==> config.mk <==
export PLATFORM = sky130hd
export DESIGN_NAME = uart_tx
export DESIGN_NICKNAME = d
export VERILOG_FILES = /design/src/rtl/uart_tx.sv
export SDC_FILE = /design/constraint.sdc
export NUM_CORES = 1
export LEC_CHECK = 0
export ABC_CLOCK_PERIOD_IN_PS = 1990
export CAP_MARGIN = 20
export CORE_UTILIZATION = 35
export CTS_CLUSTER_DIAMETER = 80
export DETAILED_ROUTE_END_ITERATION = 10
export GPL_TIMING_DRIVEN = 0
export PLACE_DENSITY = 0.65
export SYNTH_ARGS = -nofsm -noshare
export SYNTH_HDL_FRONTEND = slang
export SYNTH_SLANG_ARGS = --single-unit
==> constraint.sdc <==
create_clock -name clk -period 1.99 [get_ports clk]
set_input_delay 0.2985 -clock clk [delete_from_list [all_inputs] [get_ports clk]]
set_output_delay 0.2985 -clock clk [all_outputs]
set_load 0.03 [all_outputs]
==> src/rtl/uart_tx.sv <==
`default_nettype none
// ============================================================================
// uart_tx : drains a first-word-fall-through FIFO and serialises each word LSB
// first with 16x oversampled timing; even parity bit via UART_TX_PARITY_EN.
// Rev 1.0
// ============================================================================
module uart_tx #(
    parameter int Data_bits  = 8,
    parameter int Dvsr_width = 11,
    parameter int Stop_ticks = 16
) (
    input  logic                  clk,
    input  logic                  Reset,
    input  logic [Dvsr_width-1:0] dvsr,
    input  logic                  fifo_empty,
    input  logic [Data_bits-1:0]  fifo_data,
    output logic                  fifo_rd,
    output logic                  tx,
    output logic                  tx_busy,
    output logic                  tx_done_tick
);
    localparam int TICK_MAX = (Stop_ticks > 16) ? Stop_ticks : 16;
    localparam int SW       = $clog2(TICK_MAX);
    localparam int NW       = (Data_bits > 1) ? $clog2(Data_bits) : 1;

    localparam logic [SW-1:0] BIT_LAST  = SW'(15);
    localparam logic [SW-1:0] STOP_LAST = SW'(Stop_ticks - 1);
    localparam logic [NW-1:0] DATA_LAST = NW'(Data_bits - 1);

`ifdef UART_TX_PARITY_EN
    typedef enum logic [2:0] {S_IDLE, S_START, S_DATA, S_PARITY, S_STOP} state_t;
`else
    typedef enum logic [2:0] {S_IDLE, S_START, S_DATA, S_STOP} state_t;
`endif

    state_t                state, state_n;
    logic [Dvsr_width-1:0] div_cnt, div_n;
    logic [Dvsr_width-1:0] dvsr_q, dvsr_n;
    logic [SW-1:0]         s_cnt, s_n;
    logic [NW-1:0]         n_cnt, n_n;
    logic [Data_bits-1:0]  shreg, sh_n;
    logic                  tx_q, tx_n;
    logic                  tick;
`ifdef UART_TX_PARITY_EN
    logic                  par_q, par_n;
`endif

    // Divisor is latched per frame so a mid-frame change cannot disturb bit timing.
    assign tick    = (state != S_IDLE) && (div_cnt == dvsr_q);
    assign tx      = tx_q;
    assign tx_busy = (state != S_IDLE);

    always_ff @(posedge clk or negedge Reset) begin
        if (!Reset) begin
            state   <= S_IDLE;
            div_cnt <= '0;
            dvsr_q  <= '0;
            s_cnt   <= '0;
            n_cnt   <= '0;
            shreg   <= '0;
            tx_q    <= 1'b1;
`ifdef UART_TX_PARITY_EN
            par_q   <= 1'b0;
`endif
        end else begin
            state   <= state_n;
            div_cnt <= div_n;
            dvsr_q  <= dvsr_n;
            s_cnt   <= s_n;
            n_cnt   <= n_n;
            shreg   <= sh_n;
            tx_q    <= tx_n;
`ifdef UART_TX_PARITY_EN
            par_q   <= par_n;
`endif
        end
    end

    always_comb begin
        state_n      = state;
        div_n        = '0;
        dvsr_n       = dvsr_q;
        s_n          = s_cnt;
        n_n          = n_cnt;
        sh_n         = shreg;
        tx_n         = tx_q;
        fifo_rd      = 1'b0;
        tx_done_tick = 1'b0;
`ifdef UART_TX_PARITY_EN
        par_n        = par_q;
`endif
        if (state != S_IDLE) begin
            div_n = tick ? '0 : div_cnt + 1'b1;
        end

        case (state)
            S_IDLE: begin
                tx_n = 1'b1;
                s_n  = '0;
                n_n  = '0;
                // Reset gating keeps the pop strobe quiet while the block is held in reset.
                if (!fifo_empty && Reset) begin
                    fifo_rd = 1'b1;
                    sh_n    = fifo_data;
                    dvsr_n  = dvsr;
                    tx_n    = 1'b0;
                    state_n = S_START;
`ifdef UART_TX_PARITY_EN
                    par_n   = ^fifo_data;
`endif
                end
            end
            S_START: begin
                if (tick) begin
                    if (s_cnt == BIT_LAST) begin
                        s_n     = '0;
                        tx_n    = shreg[0];
                        state_n = S_DATA;
                    end else begin
                        s_n = s_cnt + 1'b1;
                    end
                end
            end
            S_DATA: begin
                if (tick) begin
                    if (s_cnt == BIT_LAST) begin
                        s_n  = '0;
                        sh_n = shreg >> 1;
                        if (n_cnt == DATA_LAST) begin
`ifdef UART_TX_PARITY_EN
                            tx_n    = par_q;
                            state_n = S_PARITY;
`else
                            tx_n    = 1'b1;
                            state_n = S_STOP;
`endif
                        end else begin
                            n_n  = n_cnt + 1'b1;
                            tx_n = sh_n[0];
                        end
                    end else begin
                        s_n = s_cnt + 1'b1;
                    end
                end
            end
`ifdef UART_TX_PARITY_EN
            S_PARITY: begin
                if (tick) begin
                    if (s_cnt == BIT_LAST) begin
                        s_n     = '0;
                        tx_n    = 1'b1;
                        state_n = S_STOP;
                    end else begin
                        s_n = s_cnt + 1'b1;
                    end
                end
            end
`endif
            S_STOP: begin
                tx_n = 1'b1;
                if (tick) begin
                    if (s_cnt == STOP_LAST) begin
                        s_n          = '0;
                        tx_done_tick = 1'b1;
                        state_n      = S_IDLE;
                    end else begin
                        s_n = s_cnt + 1'b1;
                    end
                end
            end
            default: begin
                tx_n    = 1'b1;
                state_n = S_IDLE;
            end
        endcase
    end
endmodule
`default_nettype wire

* After elaboration in Yosys (flattened, before gate mapping) *
Cells that the tools add are included.

operators by class
  $add $sub $neg = 3
  equality and inequality tests = 16
  multiply operators = 0
  bitwise gates (word level) = 0
  muxes and demuxes = 34
  $lt $le $gt $ge = 0
  reduce and logical (&&, ||, !) cells = 14
  shifts and indexed selects = 0
  div/mod/pow operators = 0

operator list
  operator                                                         number
  3-bit 2-to-1 mux                                                 11
  8-bit 2-to-1 mux                                                 3
  11-bit 2-to-1 mux                                                2
  2-bit != test, second input constant                             9
  8-bit one-hot mux with 2 select lines                            1
  3-bit one-hot mux with 4 select lines                            1
  4-bit AND reduction                                              3
  11-bit by 1-bit adder with 11-bit output, second input constant  1
  11-bit == test                                                   1
  1-bit 2-to-1 mux                                                 11
  4-bit 2-to-1 mux                                                 2
  4-bit one-hot mux with 2 select lines                            1
  8-bit AND reduction                                              1
  3-bit by 2-bit == test with 1-bit output, second input constant  2
  3-bit one-hot mux with 2 select lines                            1
  4-bit by 1-bit adder with 4-bit output, second input constant    1
  4-bit == test, second input constant                             1
  2-bit AND reduction                                              2
  2-bit nonzero test                                               2
  3-bit by 1-bit adder with 3-bit output, second input constant    1
  3-bit by 1-bit == test with 1-bit output, second input constant  1
  3-bit == test, second input constant                             1
  3-bit zero test                                                  1
  1-bit one-hot mux with 3 select lines                            1
  5 further kinds                                                  6

word-level totals
  flip-flop bits (word level) = 41
  output and inout bits = 4
  memories = 0
  latch bits = 0
  bits in writable memories = 0
  ROM bits = 0

* Longest topological paths before layout *
Gate-level depths: netlist (run 1).

  word-level depth = 5
  mapped depth = 9
  depth with buffers taken out = 7

* Worst setup path before layout (run 1) *
OpenSTA, ideal clock, no wires.

  path type = reg2out
  start = reg state[0]
  end = out tx_done_tick
  data arrival time = 1,709 ps
  cell stages (with the launch flop) = 7
  setup slack = -18 ps
  cell sequence = dfrtp_1 > inv_1 > ha_1 > buf_2 > nor4_2 > and4_4 > and2_1

on the way
  word-level cells in the longest chain between the ends = 4
  elaborated cells on any way between the ends = 5
  classes of those cells = eq/ne (1); mux (2); reduce/logical (2)

RTL lines
  element                 line  RTL
  from (decl)             36    state_t state, state_n;
  from (signal assigned)  66    state <= state_n;
  3-bit nonzero test      49    assign tick = (state != S_IDLE) && (div_cnt == dvsr_q);
  1-bit logical AND       49
  1-bit 2-to-1 mux        161   if (tick) begin
  1-bit 2-to-1 mux *      96    case (state)
  to (decl)               20    output logic tx_done_tick

Mark *: on every way between the ends. The rest lies on a longest branch, timed or not.

* Worst setup path after layout (run 1) *
  start = reg div_cnt[6]
  end = out tx_done_tick

on the way
  word-level cells in the longest chain between the ends = 4

RTL lines
  element                 line  RTL
  from (decl)             37    logic [Dvsr_width-1:0] div_cnt, div_n;
  from (signal assigned)  67    div_cnt <= div_n;
  11-bit == test          49
  1-bit logical AND       49
  1-bit 2-to-1 mux        161
  1-bit 2-to-1 mux        96

Every way passes these cells.

==> results of run 1 <==
[logic make-up after synthesis]
| group | synth area share |
|---|---|
| compound gates | 0.08681 |
| buf+inv | 0.02581 |
| flops | 0.4698 |
| mux | 0.05279 |
| xor+xnor | 0.08211 |
| fa+ha+maj | 0.05279 |
| simple gates | 0.2299 |
[power groups by stage]
stage	Combinational [mW]	Clock, mW	Sequential [mW]
final	0.0691	0.551	0.812
after global routing	0.0759	0.606	0.812
after CTS	0.0710	0.572	0.812
after detailed placement	0.0639	0	0.828
after global placement	0.0597	0	0.828
after floorplan	0.00183	0	0.828
[sequential cells by signal (all words and copies together), names as in the netlist]
name and cells:
n_cnt 3, tx 1, div_cnt 11, s_cnt 4, shreg 8, dvsr_q 11
state 2
[how the worst min path moves through the flow]
stage | startpoint | cells after the start | to
detailed placement | Reset | 1 | dvsr_q[6]
global placement | n_cnt[0] | 1 | n_cnt[0]
floorplan | Reset | 0 | div_cnt[0]
CTS | Reset | 3 | div_cnt[1]
global route | Reset | 3 | dvsr_q[9]
finish | Reset | 3 | dvsr_q[9]
[final cells by class]
| class | count | area, µm² |
|---|---|---|
| well taps | 75 | 93.84 |
| clock buffers | 8 | 90.09 |
| plain buffers | 4 | 26.28 |
| inverters | 7 | 28.78 |
| multi-input cells | 171 | 1131 |
| flip-flops and latches | 40 | 1005 |
| repair buffers | 50 | 474.2 |
| fillers | 555 | 3037 |
[cell usage in the layout, fill, tap and decap left out, types with 7 or more instances in the layout]
cell / Yosys / final
a21oi_1: 10 / 10
a221o_1: 7 / 7
buf_4: 0 / 20
clkdlybuf4s50_1: 0 / 21
dfrtp_1: 39 / 37
ha_1: 9 / 7
mux2i_1: 9 / 9
nand2_1: 59 / 58
nand3_1: 9 / 9
nor2_1: 15 / 15
xor2_1: 15 / 15
[layer usage]
layer  vias up  global-route usage
li1        867                   -
met3         3             0.02727
met1       781              0.2109
met4         0             0.06607
met5         -                   0
met2        18              0.2231
[per-stage QoR]
step	instances	utilization	worst slack, ps
after detailed placement	326	0.4237	-687.4
after floorplan	225	-	40.04
after global placement	325	0.4211	-2279
after CTS	346	0.4607	-71.70
after global routing	355	0.4841	-208.9
final	355	0.4841	-87.52
[critical path: cells and delay by family, from the launching register on]
kind / cells / cell delay, ps
flip-flops: 1 / 430
XOR/XNOR: 1 / 180
buffers and inverters: 2 / 280
AND/OR/NAND/NOR: 3 / 600
[timing repair]
item                                    4_1_cts  5_1_grt
gates cloned                                  0        0
endpoints found under the setup margin       26       18
endpoints found under the hold margin        15        0
gates resized for setup                      20       22
pin swaps                                     6        5
buffers inserted                             12       10
hold buffers                                  2        0
==> out/metrics.yaml, run 1 <==
grt_pass1_wl_um: 7279
power_frac_comb: 0.048
yosysMostFrequentCell: "nand2_1"
vias: 1669
viasPerCell: 4.701
hold_viol: 0
synth_area_per_cell_um2: 9.481
rr_worst_depth: 7
cts_tree: "yes"
finalSetupViolations: 1
clkTransAtPathRegs_ps: 70
yosys_warnings: 0
worstSetupEndpoint: "tx_done_tick"
final_cell_area_um2: 2849
max_slew_margin: 0.5552
critPathRequiredTime_ps: 1690
yosysSeqAreaShare: 0.4698
place_area_um2: 2494
wl_per_cell_um: 12.14
core_um2: 5886
r2r-start: "s_cnt[0]"
synth.cell_area_um2: 2133
area_growth_pct: 33.55
ir_worst_vdd_v: 0.0003660
nNetsFinal: 310
drt_iter0_markers: 82
outcome: "finished with violations"
setup_tns_ps: -87.52
criticalPathCategory: "flip-flop to output pin"
p_switching_mw: 0.2920
yosysTopAreaCell: "dfrtp_1"
hp-class: "input pin to asynchronous set/reset pin"
startpoint: "div_cnt[6]"
post-route-min-period_ps: 2078
seqPwrFrac: 0.567
synth.distinct_cells: 36
rows: 28
synthFlopType: "dfrtp_1"
drt_wl_total_um: 4310
drv_slew: 0
remaining_drc_errors: 0
p_int_mw: 1.140
wl_met2_um: 2010
endpoint_kind: "output pin"
htreeDepth: 2
hold_slack_ps: 59.83
dieArea_um2: 6411
r2r-end: "shreg[6]"
finalCritPeriodShare: 1.044
cts-root-buf: "clkbuf_8"
globalRouteOverflowTotal: 0
synth_nets: 256
gp_congestion: 0.7555
drive_above_1_share: 0.2036
ys_ff_latch: 40
start_util: 0.3625
synth_edf_count: 0
power_mw: 1.432
rsz0062_at_grt: "yes"
yosysTopAreaCellShare: 0.4575
clockBufferDepth: 2
worstPathArrival_ps: 1780
setup_slack_ps: -87.52
reg2reg_slack_ps: 60
fmax_ghz: 0.4813
max_cap_violations: 0
async_flop_share: 1.000
wl_met1_um: 2181
firstDrtPassIters: 4
grt.total_usage: 0.1497
antenna_found_initial: 0
port_buffers: 25
grt_pass1_vias: 1566
top_layer: "met4"
power_density_nw_per_um2: 502.7
crit_fanout: 3
p_leak_nw: 1.367
ant_nets: 0
hpwlAfterDp_um: 2954
tightest_slew_ps: 665.1
ys_top_cells_by_count: "nand2_1, dfrtp_1, nor2_1, xor2_1, a21oi_1"
synth_top_cells_by_area: "dfrtp_1, nand2_1, xor2_1"
cts.sinks: 40
die_w_um: 80.07
cpPeakStageDelay_ps: 430
clk_latency_ps: 290
netlist_instances: 225
io_pins: 26
slowest_stage: "dfrtp_2"
met3_length_um: 91
cts_made_buffers: 5
skew_ps: 4.918
antennaDiodeCount: 0
chipHeight_um: 80.07
cp-start-kind: "flip-flop"
violations: "negative setup slack"
p_clk_frac: 0.385
path_cells: "xor2_1 > nor4_2 > buf_4 > and4_4 > and2_4 > buf_6"
grt_max_degree: 25
switching_share: 0.2039
Power figures use the tool's default switching activity.
==> run 2: changes to the inputs <==
--- a/config.mk
+++ b/config.mk
@@ -11,6 +11,7 @@
 export CTS_CLUSTER_DIAMETER = 80
 export DETAILED_ROUTE_END_ITERATION = 10
 export GPL_TIMING_DRIVEN = 0
+export MAX_ROUTING_LAYER = met4
 export PLACE_DENSITY = 0.65
 export SYNTH_ARGS = -nofsm -noshare
 export SYNTH_HDL_FRONTEND = slang
==> run 2 against run 1 <==
Net effect: the run still ends with negative setup slack left; die area stayed put; fmax barely moved; clock-buffer cell count unchanged; design area is the same; sequential power about the same; register-to-register slack about the same; combinational power hardly changed; total power about the same; critical endpoint unchanged.
==> out/metrics.yaml, run 2 (synthesis gave the netlist of run 1 again) <==
outcome: "finished with violations"
violations: "negative setup slack"
hp-class: "input pin to asynchronous set/reset pin"
clkTransAtPathRegs_ps: 70
grt_pass1_vias: 1565
drive_above_1_share: 0.2036
firstDrtPassIters: 4
antennaDiodeCount: 0
worstSetupEndpoint: "tx_done_tick"
clockBufferDepth: 2
endpoint_kind: "output pin"
post-route-min-period_ps: 2077
max_cap_violations: 0
finalCritPeriodShare: 1.043
finalSetupViolations: 1
vias: 1676
cts-root-buf: "clkbuf_8"
worstPathArrival_ps: 1780
skew_ps: 4.913
r2r-end: "shreg[6]"
grt.total_usage: 0.1538
cts_tree: "yes"
start_util: 0.3625
reg2reg_slack_ps: 60
dp_slack_ps: -687.4
fmax_ghz: 0.4816
globalRouteOverflowTotal: 0
stdcell_count: 355
hpwlAfterDp_um: 2954
cts.sinks: 40
numPlacedInstances: 326
drt_wl_total_um: 4319
gp_congestion: 0.7653
antenna_found_initial: 0
rows: 28
criticalPathCategory: "flip-flop to output pin"
area_growth_pct: 33.55
startpoint: "div_cnt[6]"
cts_made_buffers: 5
ir_worst_vdd_v: 0.0003660
critPathRequiredTime_ps: 1690
drv_slew: 0
viasPerCell: 4.721
hold_viol: 0
grt_max_degree: 25
mostFrequentLayoutCells: "nand2_1, dfrtp_1, clkdlybuf4s50_1"
die_w_um: 80.07
grt_pass1_wl_um: 7286
clk_latency_ps: 290
rsz0062_at_grt: "yes"
core_um2: 5886
cp-start-kind: "flip-flop"
p_leak_nw: 1.367
fillers: 555
power_density_nw_per_um2: 502.6
tightest_slew_ps: 673.6
io_pins: 26
rr_worst_depth: 7
setup_slack_ps: -86.56
drt_iter0_markers: 85
final_common_cell: "nand2_1"
crit_fanout: 3
dieArea_um2: 6411
largest_registers: "div_cnt: 11 flops, dvsr_q: 11 flops, shreg: 8 flops"
max_slew_margin: 0.5495
wl_per_cell_um: 12.17
r2r-start: "s_cnt[0]"
htreeDepth: 2
power_mw: 1.432
final_util: 0.4841
remaining_drc_errors: 0
port_buffers: 25
setup_tns_ps: -86.56
nNetsFinal: 310
chipHeight_um: 80.07
ant_nets: 0
run 2: cell type report:
class | instances | area (µm²) | share of cell area
multi-input cells | 171 | 1131 | 0.3970
well taps | 75 | 93.84 | 0.03294
plain buffers | 4 | 26.28 | 0.009223
inverters | 7 | 28.78 | 0.01010
repair buffers | 50 | 474.2 | 0.1664
flip-flops and latches | 40 | 1005 | 0.3527
clock buffers | 8 | 90.09 | 0.03162
run 2: how the worst min path moves through the flow:
stage              from         end  slack, ps  cells past startpoint
2_1_floorplan     Reset  div_cnt[0]          3                      0
3_3_place_gp   n_cnt[0]    n_cnt[0]        480                      1
3_5_place_dp      Reset   dvsr_q[6]        240                      1
4_1_cts           Reset  div_cnt[1]         60                      3
5_1_grt           Reset   dvsr_q[9]         70                      3
6_report          Reset   dvsr_q[9]         60                      3
run 2: layer usage:
metal	GRT usage	up-vias	part of all wire	wire length [µm]
li1	-	868	-	-
met1	0.2109	785	0.51	2185
met2	0.2231	18	0.46	1981
met3	0.02727	5	0.019	84
met4	0.06607	0	0.016	68
met5	-	-	0	0
run 2: what timing repair did:
item / CTS / global route
hold buffers: 2 / 0
gates resized for setup: 20 / 22
hold endpoints to repair: 15 / 0
buffers inserted: 12 / 10
endpoints found under the setup margin: 26 / 18
pin swaps: 6 / 5
run 2: report_power, final:
group          internal (mW)  switching [mW]  leakage [nW]  total, mW
logic                 0.0449          0.0242         0.783     0.0692
clock network          0.283           0.267        0.0455      0.550
registers              0.812               0         0.539      0.812
total                   1.14           0.292          1.37       1.43
run 2: stage by stage:
stage,hold WS (ps),area (µm²)
after floorplan,2.909,2135
after detailed placement,244.1,2494
after CTS,61.71,2711
after global routing,66.22,2849
after global placement,475.3,2479
final,60.61,2849
run 2: worst max-delay path, cell delays in order (launching register included):
cell and delay [ps]:
dfrtp_2 430, xor2_1 180, nor4_2 260, buf_4 160
and4_4 200, and2_4 140, buf_6 120
==> run 3: changes to the inputs <==
--- a/config.mk
+++ b/config.mk
@@ -11,6 +11,7 @@
 export CTS_CLUSTER_DIAMETER = 80
 export DETAILED_ROUTE_END_ITERATION = 10
 export GPL_TIMING_DRIVEN = 0
+export HOLD_SLACK_MARGIN = 0.15
 export MAX_ROUTING_LAYER = met4
 export PLACE_DENSITY = 0.65
 export SYNTH_ARGS = -nofsm -noshare
==> run 3 against run 2 <==
Net effect: first-iteration DRC count up 21%; global-route usage up 0.075 points; critical endpoint unchanged; largest cell class unchanged; register-to-register slack about the same; wire length up 1.5%; utilization about the same; die area unchanged; clock power about the same; the run still ends with negative setup slack left; clock skew about the same; critical path type unchanged.
==> out/metrics.yaml, run 3 (synthesis gave the netlist of run 1 again) <==
outcome: "finished with violations"
violations: "negative setup slack"
grt_max_degree: 25
skew_ps: 4.760
path_cells: "xor2_1 > nor4_2 > buf_4 > and4_4 > and2_4 > buf_6"
rows: 28
antennaDiodeCount: 0
grt_pass1_wl_um: 7320
dp_slack_ps: -687.4
finalSetupViolations: 1
die_w_um: 80.07
path_buf_inv: 2
grt.total_usage: 0.1545
viasPerCell: 4.730
max_slew_margin: 0.5496
numPlacedInstances: 326
max_cap_violations: 0
chipHeight_um: 80.07
clk_latency_ps: 290
drt_wl_total_um: 4382
start_util: 0.3625
reg2reg_slack_ps: 50
cpPeakStageDelay_ps: 430
grt_pass1_vias: 1575
cp-start-kind: "flip-flop"
cts_made_buffers: 5
globalRouteOverflowTotal: 0
vias: 1684
htreeDepth: 2
gp_congestion: 0.7653
fmax_ghz: 0.4816
mostFrequentLayoutCells: "nand2_1, dfrtp_1, clkdlybuf4s50_1"
slowest_stage: "dfrtp_2"
critPathTopFamily: "simple AND/OR/NAND/NOR gates"
power_density_nw_per_um2: 502.5
crit_fanout: 3
ir_worst_vdd_v: 0.0003645
remaining_drc_errors: 0
p_leak_nw: 1.371
place_area_um2: 2494
stdcell_count: 356
endpoint_kind: "output pin"
drive_above_1_share: 0.1993
cts-root-buf: "clkbuf_8"
wl_per_cell_um: 12.31
port_buffers: 25
core_um2: 5886
antenna_found_initial: 0
worstPathArrival_ps: 1780
drv_slew: 0
hold_viol: 0
rsz0062_at_grt: "yes"
setup_tns_ps: -86.57
ant_nets: 0
power_mw: 1.433
criticalPathCategory: "flip-flop to output pin"
final_cell_area_um2: 2851
cts.sinks: 40
nNetsFinal: 311
fillers: 554
final_common_cell: "nand2_1"
dieArea_um2: 6411
cts_tree: "yes"
area_growth_pct: 33.67
setup_slack_ps: -86.57
hpwlAfterDp_um: 2954
clkTransAtPathRegs_ps: 70
critPathRequiredTime_ps: 1690
hp-class: "flip-flop to flip-flop"
finalCritPeriodShare: 1.044
firstDrtPassIters: 4
clockBufferDepth: 2
drt_iter0_markers: 103
post-route-min-period_ps: 2077
largest_registers: "div_cnt: 11 flops, dvsr_q: 11 flops, shreg: 8 flops"
tightest_slew_ps: 673.4
io_pins: 26
run 3: worst reg2reg max path, stage by stage (launching register included):
cell     delay, ps
dfrtp_1        400
inv_2           90
buf_4          120
ha_2           260
nor2b_1        200
a21oi_1         60
a41oi_1        330
mux2_2         370
run 3: final timing paths:
kind | start | to | cells after the start
max | div_cnt[6] | tx_done_tick | 6
min reg2reg | n_cnt[0] | n_cnt[0] | 1
min | n_cnt[0] | n_cnt[0] | 1
min in group asynchronous | Reset | dvsr_q[9] | 4
max in group asynchronous | Reset | s_cnt[0] | 3
max reg2reg | state[0] | state[1] | 7
run 3: final cells by class:
| type | count | area (µm²) | area share |
|---|---|---|---|
| inverters | 7 | 28.78 | 0.01009 |
| plain buffers | 4 | 26.28 | 0.009215 |
| multi-input cells | 171 | 1124 | 0.3940 |
| clock buffers | 8 | 90.09 | 0.03159 |
| flip-flops and latches | 40 | 1005 | 0.3523 |
| repair buffers | 51 | 484.2 | 0.1698 |
| well taps | 75 | 93.84 | 0.03291 |
run 3: per-layer routing:
layer / vias up / global-route usage / part of all wire
met4: 0 / 0.06607 / 0.016
met3: 5 / 0.02727 / 0.019
met1: 793 / 0.2095 / 0.50
met2: 16 / 0.2274 / 0.46
met5: - / - / 0
li1: 870 / - / -
run 3: metrics by stage:
stage,util,hold slack [ps]
5_1_grt,0.4845,520.0
4_1_cts,0.4624,505.7
6_report,0.4845,497.5
2_1_floorplan,-,2.909
3_5_place_dp,0.4237,244.1
3_3_place_gp,0.4211,475.3
run 3: power breakdown:
part / internal, mW / total, mW / switching (mW)
clock network: 0.283 / 0.549 / 0.267
logic: 0.0463 / 0.0710 / 0.0247
registers: 0.812 / 0.812 / 0
run 3: repair_timing:
action / CTS / global route
gates resized for setup: 20 / 21
gates cloned: 0 / 0
hold endpoints to repair: 15 / 0
hold buffers: 3 / 0
buffers inserted: 12 / 10
pin swaps: 6 / 5
setup endpoints to repair: 26 / 18
